[src/rtl/pwm_pkg.sv]
// rtl/pwm_pkg.sv - shared pwm definitions: gate-drive FSM state encoding and default timing constants
package pwm_pkg;

    // Gate-drive FSM states. Only HIGH_ON and LOW_ON drive a gate.
    typedef enum logic [2:0] {
        ST_IDLE    = 3'd0,
        ST_DEAD    = 3'd1,
        ST_HIGH_ON = 3'd2,
        ST_LOW_ON  = 3'd3,
        ST_FAULT   = 3'd4
    } dt_state_t;

    // 10 cycles at 5 MHz gives 2 us of dead time.
    localparam int DEAD_CYCLES_DEFAULT = 10;
    localparam int CNT_WIDTH_DEFAULT   = 8;

endpackage

[src/rtl/sync_2ff.sv]
// rtl/sync_2ff.sv - two-flop synchronizer for a single asynchronous bit
//
// Ports:
//   clk   - destination clock
//   rst_n - asynchronous active-low reset, clears both flops
//   d     - asynchronous input
//   q     - synchronized output, two clk edges after d
module sync_2ff (
    input  logic clk,
    input  logic rst_n,
    input  logic d,
    output logic q
);

    logic meta;

    always_ff @(posedge clk or negedge rst_n) begin
        if (!rst_n) begin
            meta <= 1'b0;
            q    <= 1'b0;
        end else begin
            meta <= d;
            q    <= meta;
        end
    end

endmodule

[src/rtl/dead_time_gen.sv]
// rtl/dead_time_gen.sv - half-bridge gate driver with dead-time insertion, enable and latched fault
//
// Ports:
//   ClkOsc        - clock, rising edge
//   Rst           - asynchronous active-low reset
//   Pwm_In        - asynchronous PWM from the modulator
//   Enable        - 1 runs the bridge, 0 forces IDLE (both gates off)
//   Fault         - asynchronous active-high fault
//   Fault_Clr     - single-cycle request to leave FAULT
//   Out_High      - high-side gate drive (registered)
//   Out_Low       - low-side gate drive (registered)
//   Dead_Active   - high while in DEAD (registered)
//   Fault_Latched - high while in FAULT (registered)
module dead_time_gen
    import pwm_pkg::*;
#(
    parameter int DEAD_CYCLES = DEAD_CYCLES_DEFAULT,
    parameter int CNT_WIDTH   = CNT_WIDTH_DEFAULT
) (
    input  logic ClkOsc,
    input  logic Rst,
    input  logic Pwm_In,
    input  logic Enable,
    input  logic Fault,
    input  logic Fault_Clr,
    output logic Out_High,
    output logic Out_Low,
    output logic Dead_Active,
    output logic Fault_Latched
);

    if (DEAD_CYCLES < 1 || DEAD_CYCLES > 2 ** CNT_WIDTH) begin : g_bad_dead_cycles
        $error("dead_time_gen: DEAD_CYCLES must be in 1..2**CNT_WIDTH");
    end

    localparam logic [CNT_WIDTH-1:0] CNT_LOAD = CNT_WIDTH'(DEAD_CYCLES - 1);

    logic pwm_s;
    logic fault_s;

    sync_2ff u_sync_pwm (
        .clk   (ClkOsc),
        .rst_n (Rst),
        .d     (Pwm_In),
        .q     (pwm_s)
    );

    sync_2ff u_sync_fault (
        .clk   (ClkOsc),
        .rst_n (Rst),
        .d     (Fault),
        .q     (fault_s)
    );

    dt_state_t             state;
    dt_state_t             next_state;
    logic [CNT_WIDTH-1:0]  cnt;
    logic                  high_d;
    logic                  low_d;
    logic                  dead_d;
    logic                  fault_d;

    // State register. Outputs are registered from the next-state decode so they
    // change on the same edge as the state and are cleared asynchronously by reset.
    always_ff @(posedge ClkOsc or negedge Rst) begin
        if (!Rst) begin
            state         <= ST_IDLE;
            Out_High      <= 1'b0;
            Out_Low       <= 1'b0;
            Dead_Active   <= 1'b0;
            Fault_Latched <= 1'b0;
        end else begin
            state         <= next_state;
            Out_High      <= high_d;
            Out_Low       <= low_d;
            Dead_Active   <= dead_d;
            Fault_Latched <= fault_d;
        end
    end

    // Next-state logic: fault beats disable beats normal switching.
    always_comb begin
        next_state = state;
        if (state == ST_FAULT) begin
            if (Fault_Clr && !fault_s) begin
                next_state = ST_IDLE;
            end
        end else if (fault_s) begin
            next_state = ST_FAULT;
        end else if (!Enable) begin
            next_state = ST_IDLE;
        end else begin
            case (state)
                ST_IDLE:    next_state = ST_DEAD;
                ST_DEAD:    if (cnt == '0) next_state = pwm_s ? ST_HIGH_ON : ST_LOW_ON;
                ST_HIGH_ON: if (!pwm_s) next_state = ST_DEAD;
                ST_LOW_ON:  if (pwm_s) next_state = ST_DEAD;
                default:    next_state = ST_IDLE;
            endcase
        end
    end

    // Output decode. Only one of the two drive states can be selected, so the
    // gates can never both be on.
    always_comb begin
        high_d  = (next_state == ST_HIGH_ON);
        low_d   = (next_state == ST_LOW_ON);
        dead_d  = (next_state == ST_DEAD);
        fault_d = (next_state == ST_FAULT);
    end

    // Dead-time counter: loaded once on DEAD entry and never reloaded while in
    // DEAD, so pwm_s glitches inside the interval are absorbed. DEAD lasts
    // CNT_LOAD decrements plus the exit edge, i.e. DEAD_CYCLES cycles.
    always_ff @(posedge ClkOsc or negedge Rst) begin
        if (!Rst) begin
            cnt <= '0;
        end else if (next_state == ST_DEAD && state != ST_DEAD) begin
            cnt <= CNT_LOAD;
        end else if (state == ST_DEAD && cnt != '0) begin
            cnt <= cnt - CNT_WIDTH'(1);
        end else begin
            cnt <= '0;
        end
    end

endmodule

[config.mk]
export PLATFORM = sky130hd
export DESIGN_NAME = dead_time_gen
export DESIGN_NICKNAME = d
export VERILOG_FILES = /design/src/rtl/pwm_pkg.sv /design/src/rtl/sync_2ff.sv /design/src/rtl/dead_time_gen.sv
export SDC_FILE = /design/constraint.sdc
export NUM_CORES = 1
export LEC_CHECK = 0
export CORE_MARGIN = 2
export CORE_UTILIZATION = 45
export DETAILED_ROUTE_END_ITERATION = 8
export GPL_ROUTABILITY_DRIVEN = 0
export PLACE_DENSITY = 0.67
export SETUP_SLACK_MARGIN = 0.15
export SYNTH_ARGS = -nofsm -noshare
export SYNTH_HDL_FRONTEND = slang
export SYNTH_SLANG_ARGS = --single-unit
[constraint.sdc]
create_clock -name ClkOsc -period 3.42 [get_ports ClkOsc]
set_input_delay 1.026 -clock ClkOsc [delete_from_list [all_inputs] [get_ports ClkOsc]]
set_output_delay 1.026 -clock ClkOsc [all_outputs]
set_load 0.05 [all_outputs]
==> flow_metrics.py, run 1 <==
metrics = {
    "status": {
        "outcome": "completed",
    },
    "clock_tree": {
        "cts-root-buf": "sky130_fd_sc_hd__clkbuf_4",
        "clkTransAtPathRegs_ns": 0.11,
        "tritoncts": "built",
        "cts-htree-levels": 1,
        "setup_bufs_post_cts": 0,
        "cts.path.max_buffers": 2,
        "numCtsBuffers": 3,
        "insertion_delay_ns": 0.29,
        "tritoncts_num_sinks": 19,
        "count_of_instances_resized_after_the_clock_tree_is_built": 0,
        "cts_hold_buffers": 0,
    },
    "logic_synthesis": {
        "syn_nets": 79,
        "yosysUniqueCellTypes": 27,
        "ys.warnings.count": 0,
        "cell_types_with_the_largest_area_share_after_synthesis": "sky130_fd_sc_hd__dfrtp_1, sky130_fd_sc_hd__a21oi_1, sky130_fd_sc_hd__nor4b_1",
        "synth.top_cell.area_share_pct": 58.6,
        "register_bit_count_reported_by_yosys": 19,
        "seq_area_frac_synth_pct": 58.6,
        "syn-cell-area_sq_um": 811,
        "yosysTopAreaCell": "sky130_fd_sc_hd__dfrtp_1",
        "synthesis.instances": 72,
        "synth_area_per_cell_sq_um": 11.3,
    },
    "global_routing": {
        "antenna_found_initial": 0,
        "globalRouteTotalUtil_pct": 14.8,
        "grt_pass1_wl_um": 2210,
        "residual_overflow_from_global_routing": 0,
        "grt_start_max_net_pins": 20,
        "first_global_vias": 490,
    },
    "setup_path": {
        "startpoint_type": "register",
        "series_of_cell_instances_along_the_critical_path": "clkdlybuf4s50_1",
        "crit_path_max_incr_delay_ns": 0.79,
        "worst-endpoint-required_ns": 2.39,
        "crit_family": "buffers and inverters",
        "worstSetupEndpointType": "output pin",
        "crit_fanout": 1,
        "path_class": "reg -> out",
        "cp_slowest_cell": "sky130_fd_sc_hd__clkdlybuf4s50_1",
        "critical_path_buf_inv_count": 1,
        "worst_ep_arrival_time_ns": 1.43,
    },
    "floorplan": {
        "height_of_the_die_um": 46.4,
        "io_pins": 10,
        "rows": 15,
        "core_region_area_sq_um": 1710,
        "start_util_pct": 47.5,
        "die_area_sq_um": 2160,
        "die-width_um": 46.4,
    },
    "route": {
        "detail_route.wirelength_um": 1330,
        "number_of_detailed_routing_iterations_run_before_antenna_repair": 4,
        "detailed_route_wire_length_per_cell_um": 12.3,
        "ant_nets": 0,
        "drc_errors": 0,
        "route.detailed.vias_per_inst": 5.25,
        "routed-via-count": 567,
        "detail_route.iter0.violations": 8,
    },
    "place": {
        "dp_cells": 104,
        "buffer_ports.inserted": 9,
    },
    "final_layout": {
        "fin_nets": 91,
        "flow.area_growth_from_synthesis_pct": 17.4,
        "final_cells": 108,
        "multi_input_area_sq_um": 320,
        "num_antenna_cells": 0,
        "drive_gt1_share_pct": 9.64,
        "nFillCells": 142,
        "sequential_cell_area_sq_um": 475,
    },
    "sta": {
        "skew_ns": 0.00274,
        "layout_min_cycle_time_ns": 2.45,
        "slew-limit-headroom_pct": 45.0,
        "final.period_utilization_pct": 71.7,
        "max_freq_mhz": 408,
        "timing.final.setup_violations": 0,
        "tns_ns": 0,
        "worstMarginPinSlew_ns": 0.822,
        "count_of_final_hold_check_violations": 0,
        "grt_setup_unrepaired": "no",
        "report.final.slew_viol_count": 0,
    },
    "power": {
        "clockPowerShare_pct": 28.9,
        "switching_power_w": 0.0000948,
        "power_dens_cells_nw_per_um2": 408,
        "switching_share_pct": 24.4,
        "internal_portion_of_total_power_w": 0.000293,
        "ir_worst_vdd_v": 0.000281,
        "p_leak_nw": 0.424,
        "comb_power_share_pct": 10.0,
        "seq_power_share_pct": 61.1,
    },
    "worst_hold_path": {
        "min-delay-path-class": "reg -> reg",
    },
    "job": {
        "drv_cap": 0,
    },
}
synthesized netlist by cell type, drive strengths merged:
master and number:
a21o 1, a21oi 6, a31o 1, a32oi 1, and2 1, and3 2, clkbuf 2, dfrtp 19
ha 1, inv 2, mux2i 1, nand2 3, nor2 4, nor2b 2, nor3 2, nor3b 2
nor4 1, nor4b 3, o21ai 5, or2 2, or3 3, or3b 2, or4 1, or4b 2
xnor2 2, xor2 1
flip-flops by register name (all words and copies together), names as in the netlist:
register / flops
state: 3
Dead_Active: 1
Out_High: 1
u_sync_pwm.meta: 1
cnt: 8
Out_Low: 1
Fault_Latched: 1
u_sync_fault.q: 1
u_sync_fault.meta: 1
u_sync_pwm.q: 1
logic make-up (layout without fill, tap and decap cells):
family | Yosys count | count (layout) | synth area share [%]
flops | 19 | 19 | 58.6
simple gates | 30 | 30 | 23.6
buf+inv | 4 | 15 | 1.85
compound gates | 14 | 14 | 9.88
xor+xnor | 3 | 3 | 3.24
fa+ha+maj | 1 | 1 | 1.54
mux | 1 | 1 | 1.23
cells in the final DEF (no fill, tap or decap), drive strengths merged, types with 2 or more instances in the layout:
cell type	synthesis	layout
a21oi	6	6
and3	2	2
clkbuf	2	3
clkdlybuf4s50	0	9
dfrtp	19	19
inv	2	2
nand2	3	3
nor2	4	4
nor2b	2	2
nor3	2	2
nor3b	2	2
nor4b	3	3
o21ai	5	5
or2	2	2
or3	3	3
or3b	2	2
or4b	2	2
xnor2	2	2
area by class of cell:
| type | instances | area share (%) |
|---|---|---|
| Clock inverter | 1 | 0.526 |
| Timing Repair Buffer | 9 | 9.46 |
| Sequential cell | 19 | 49.9 |
| Inverter | 2 | 0.788 |
| Clock buffer | 3 | 2.37 |
| Tap cell | 25 | 3.29 |
| Multi-Input combinational cell | 49 | 33.6 |
path summary, 6_finish.rpt:
path	from	endpoint	cells past startpoint	slack, ns
min in group asynchronous	Rst	cnt[6]$_DFF_PN0_	1	1.19
max	Out_Low$_DFF_PN0_	Out_Low	1	0.97
max in group asynchronous	Rst	state[1]$_DFF_PN0_	1	1.72
min	u_sync_pwm.meta$_DFF_PN0_	u_sync_pwm.q$_DFF_PN0_	0	0.36
max reg2reg	cnt[0]$_DFF_PN0_	Out_Low$_DFF_PN0_	5	1.48
min reg2reg	u_sync_pwm.meta$_DFF_PN0_	u_sync_pwm.q$_DFF_PN0_	0	0.36
routing by layer:
layer | wire [um] | vias to the layer above | GRT usage [%]
li1 | - | 281 | -
met1 | 652 | 268 | 21.5
met2 | 584 | 16 | 20.6
met3 | 69 | 2 | 3.53
met4 | 24 | 0 | 6.86
met5 | 0 | - | 0
through the flow:
step	hold slack (ns)	util [%]	worst slack, ns	total power [W]	instance area (sq um)
after floorplan	0.331	-	1.72	0.000264	811
after global placement	0.336	54.1	1.30	0.000280	925
after detailed placement	0.340	54.1	1.29	0.000281	925
after CTS	0.366	55.8	0.954	0.000394	952
after global routing	0.377	55.8	0.903	0.000408	952
final	0.361	55.8	0.967	0.000388	952
power by group through the flow:
stage / logic, W / clock network [W] / registers [W]
finish: 0.0000389 / 0.000112 / 0.000237
global route: 0.0000432 / 0.000126 / 0.000238
CTS: 0.0000395 / 0.000117 / 0.000237
detailed placement: 0.0000393 / 0 / 0.000242
global placement: 0.0000388 / 0 / 0.000241
floorplan: 0.0000194 / 0 / 0.000244
(Power assumes the default switching activity.)
==> run 2: changes to the inputs <==
==> constraint.sdc (replaced) <==
create_clock -name ClkOsc -period 2.4 [get_ports ClkOsc]
set_input_delay 0.72 -clock ClkOsc [delete_from_list [all_inputs] [get_ports ClkOsc]]
set_output_delay 0.72 -clock ClkOsc [all_outputs]
set_load 0.05 [all_outputs]
==> run 2 against run 1 <==
Sequential share of layout area fell by 0.78 points. First-iteration DRC count fell by 63%. Worst setup slack got worse by 0.71 ns. Non-clock buffer count is 2 higher. Sequential cell count unchanged. Clock skew hardly changed. Utilization is 0.88 points higher. Combinational power up 52%. Hold slack lost 0.0056 ns. Critical path type unchanged. Critical endpoint is now Out_High. Largest cell class unchanged. Highest routed layer unchanged.
==> flow_metrics.py, run 2 (synthesized netlist as in run 1, its figures left out) <==
metrics = {
    "global_routing": {
        "first_global_vias": 526,
        "antenna_found_initial": 0,
        "grt_start_max_net_pins": 20,
        "residual_overflow_from_global_routing": 0,
        "globalRouteTotalUtil_pct": 15.4,
        "grt_pass1_wl_um": 2270,
    },
    "worst_hold_path": {
        "min-delay-path-class": "reg -> reg",
    },
    "sta": {
        "count_of_final_hold_check_violations": 0,
        "timing.final.setup_violations": 0,
        "grt_setup_unrepaired": "no",
        "layout_min_cycle_time_ns": 2.14,
        "skew_ns": 0.00244,
        "tns_ns": 0,
        "final.period_utilization_pct": 89.3,
        "report.final.slew_viol_count": 0,
        "worstMarginPinSlew_ns": 0.528,
        "max_freq_mhz": 466,
        "slew-limit-headroom_pct": 64.5,
    },
    "final_layout": {
        "nFillCells": 154,
        "registers.top_by_ff_count": "cnt",
        "fin_nets": 93,
        "finish.instance_area_sq_um": 967,
        "reg_top3": "cnt x8, state x3",
        "layout_commonest_cell": "sky130_fd_sc_hd__dfrtp_1",
        "sequential_cell_area_sq_um": 475,
        "drive_gt1_share_pct": 11.8,
        "final_cell_mix": "sky130_fd_sc_hd__dfrtp_1, sky130_fd_sc_hd__clkdlybuf4s50_1, sky130_fd_sc_hd__a21oi_1",
        "multi_input_area_sq_um": 320,
        "fin_util_pct": 56.6,
        "largest_reg_flops": 8,
        "num_antenna_cells": 0,
        "flow.area_growth_from_synthesis_pct": 19.3,
    },
    "power": {
        "ir_worst_vdd_v": 0.000393,
        "totalPowerFinal_w": 0.000557,
        "p_leak_nw": 0.433,
        "power_dens_cells_nw_per_um2": 576,
    },
    "route": {
        "detail_route.iter0.violations": 3,
        "detailed_route_wire_length_per_cell_um": 11.9,
        "number_of_detailed_routing_iterations_run_before_antenna_repair": 2,
        "detail_route.wirelength_um": 1310,
        "routed-via-count": 566,
        "drc_errors": 0,
        "ant_nets": 0,
        "route.detailed.vias_per_inst": 5.15,
    },
    "floorplan": {
        "height_of_the_die_um": 46.4,
        "io_pins": 10,
        "die_area_sq_um": 2160,
        "start_util_pct": 47.5,
        "die-width_um": 46.4,
        "rows": 15,
        "core_region_area_sq_um": 1710,
    },
    "setup_path": {
        "worstSetupEndpointType": "output pin",
        "worst-endpoint-required_ns": 1.68,
        "crit_family": "buffers and inverters",
        "crit_fanout": 1,
        "critical_path_buf_inv_count": 1,
        "path_class": "reg -> out",
        "worst_ep_arrival_time_ns": 1.42,
        "series_of_cell_instances_along_the_critical_path": "clkdlybuf4s50_1",
        "startpoint_type": "register",
        "cp_slowest_cell": "sky130_fd_sc_hd__clkdlybuf4s50_1",
        "crit_path_max_incr_delay_ns": 0.79,
    },
    "status": {
        "outcome": "completed",
    },
    "job": {
        "drv_cap": 0,
    },
    "clock_tree": {
        "numCtsBuffers": 3,
        "count_of_instances_resized_after_the_clock_tree_is_built": 0,
        "setup_bufs_post_cts": 0,
        "tritoncts_num_sinks": 19,
        "tritoncts": "built",
        "cts-root-buf": "sky130_fd_sc_hd__clkbuf_4",
        "cts.path.max_buffers": 2,
        "cts-htree-levels": 1,
        "cts_hold_buffers": 0,
        "insertion_delay_ns": 0.30,
        "clkTransAtPathRegs_ns": 0.11,
    },
    "place": {
        "hpwlAfterDp_um": 955,
        "buffer_ports.inserted": 9,
        "placedInstanceArea_sq_um": 940,
    },
}
-- run 2: cell count changes in the layout (fill, tap and decap cells not counted) --
cell | previous run | this run
sky130_fd_sc_hd__buf_4 | 0 | 2
-- run 2: path summary, 6_finish.rpt --
| path | to | depth (start not counted) | slack (ns) | start |
|---|---|---|---|---|
| max reg2reg | cnt[6]$_DFF_PN0_ | 5 | 0.60 | cnt[0]$_DFF_PN0_ |
| min in group asynchronous | cnt[6]$_DFF_PN0_ | 2 | 0.74 | Rst |
| max in group asynchronous | Fault_Latched$_DFF_PN0_ | 2 | 1.46 | Rst |
| min | u_sync_pwm.q$_DFF_PN0_ | 0 | 0.36 | u_sync_pwm.meta$_DFF_PN0_ |
| max | Out_High | 1 | 0.26 | Out_High$_DFF_PN0_ |
| min reg2reg | u_sync_pwm.q$_DFF_PN0_ | 0 | 0.36 | u_sync_pwm.meta$_DFF_PN0_ |
-- run 2: final cells by class --
cell class / count / share of cell area, %
clock buffer: 3 / 2.33
inverter: 2 / 0.776
sequential: 19 / 49.2
multi-input combinational: 49 / 33.1
tap: 25 / 3.23
timing repair buffer: 11 / 10.9
clock inverter: 1 / 0.517
-- run 2: worst register-to-register path, stage by stage (launching register included) --
cell and delay (ns):
sky130_fd_sc_hd__dfrtp_1 0.42, sky130_fd_sc_hd__inv_1 0.06, sky130_fd_sc_hd__ha_1 0.20, sky130_fd_sc_hd__or4b_1 0.46
sky130_fd_sc_hd__or4b_1 0.47, sky130_fd_sc_hd__a21oi_1 0.13
-- run 2: routing by layer --
layer / up-vias / wire, um / GRT usage [%]
met5: - / 0 / 0
met4: 0 / 30 / 10.3
met3: 4 / 39 / 3.53
met2: 9 / 603 / 23.3
met1: 267 / 635 / 19.3
li1: 286 / - / -
-- run 2: through the flow --
step	worst slack (ns)	hold WS [ns]	cells
finish	0.256	0.355	110
global route	0.192	0.363	110
CTS	0.247	0.352	110
detailed placement	0.549	0.335	106
global placement	0.585	0.337	106
floorplan	0.702	0.331	72
-- run 2: power breakdown --
| part | switching, W | total, W | leakage, nW | internal [W] |
|---|---|---|---|---|
| logic | 0.0000297 | 0.0000592 | 0.167 | 0.0000295 |
| registers | 0.00000826 | 0.000338 | 0.248 | 0.000329 |
| clock network | 0.0000982 | 0.000160 | 0.0177 | 0.0000621 |
| total | 0.000136 | 0.000557 | 0.433 | 0.000421 |
==> run 3: changes to the inputs <==
--- a/config.mk
+++ b/config.mk
@@ -5,6 +5,7 @@
 export SDC_FILE = /design/constraint.sdc
 export NUM_CORES = 1
 export LEC_CHECK = 0
+export CAP_MARGIN = 20
 export CORE_MARGIN = 2
 export CORE_UTILIZATION = 45
 export DETAILED_ROUTE_END_ITERATION = 8
==> results of run 3 <==
No change in the layout: final DEF, timing and power equal those of run 2.
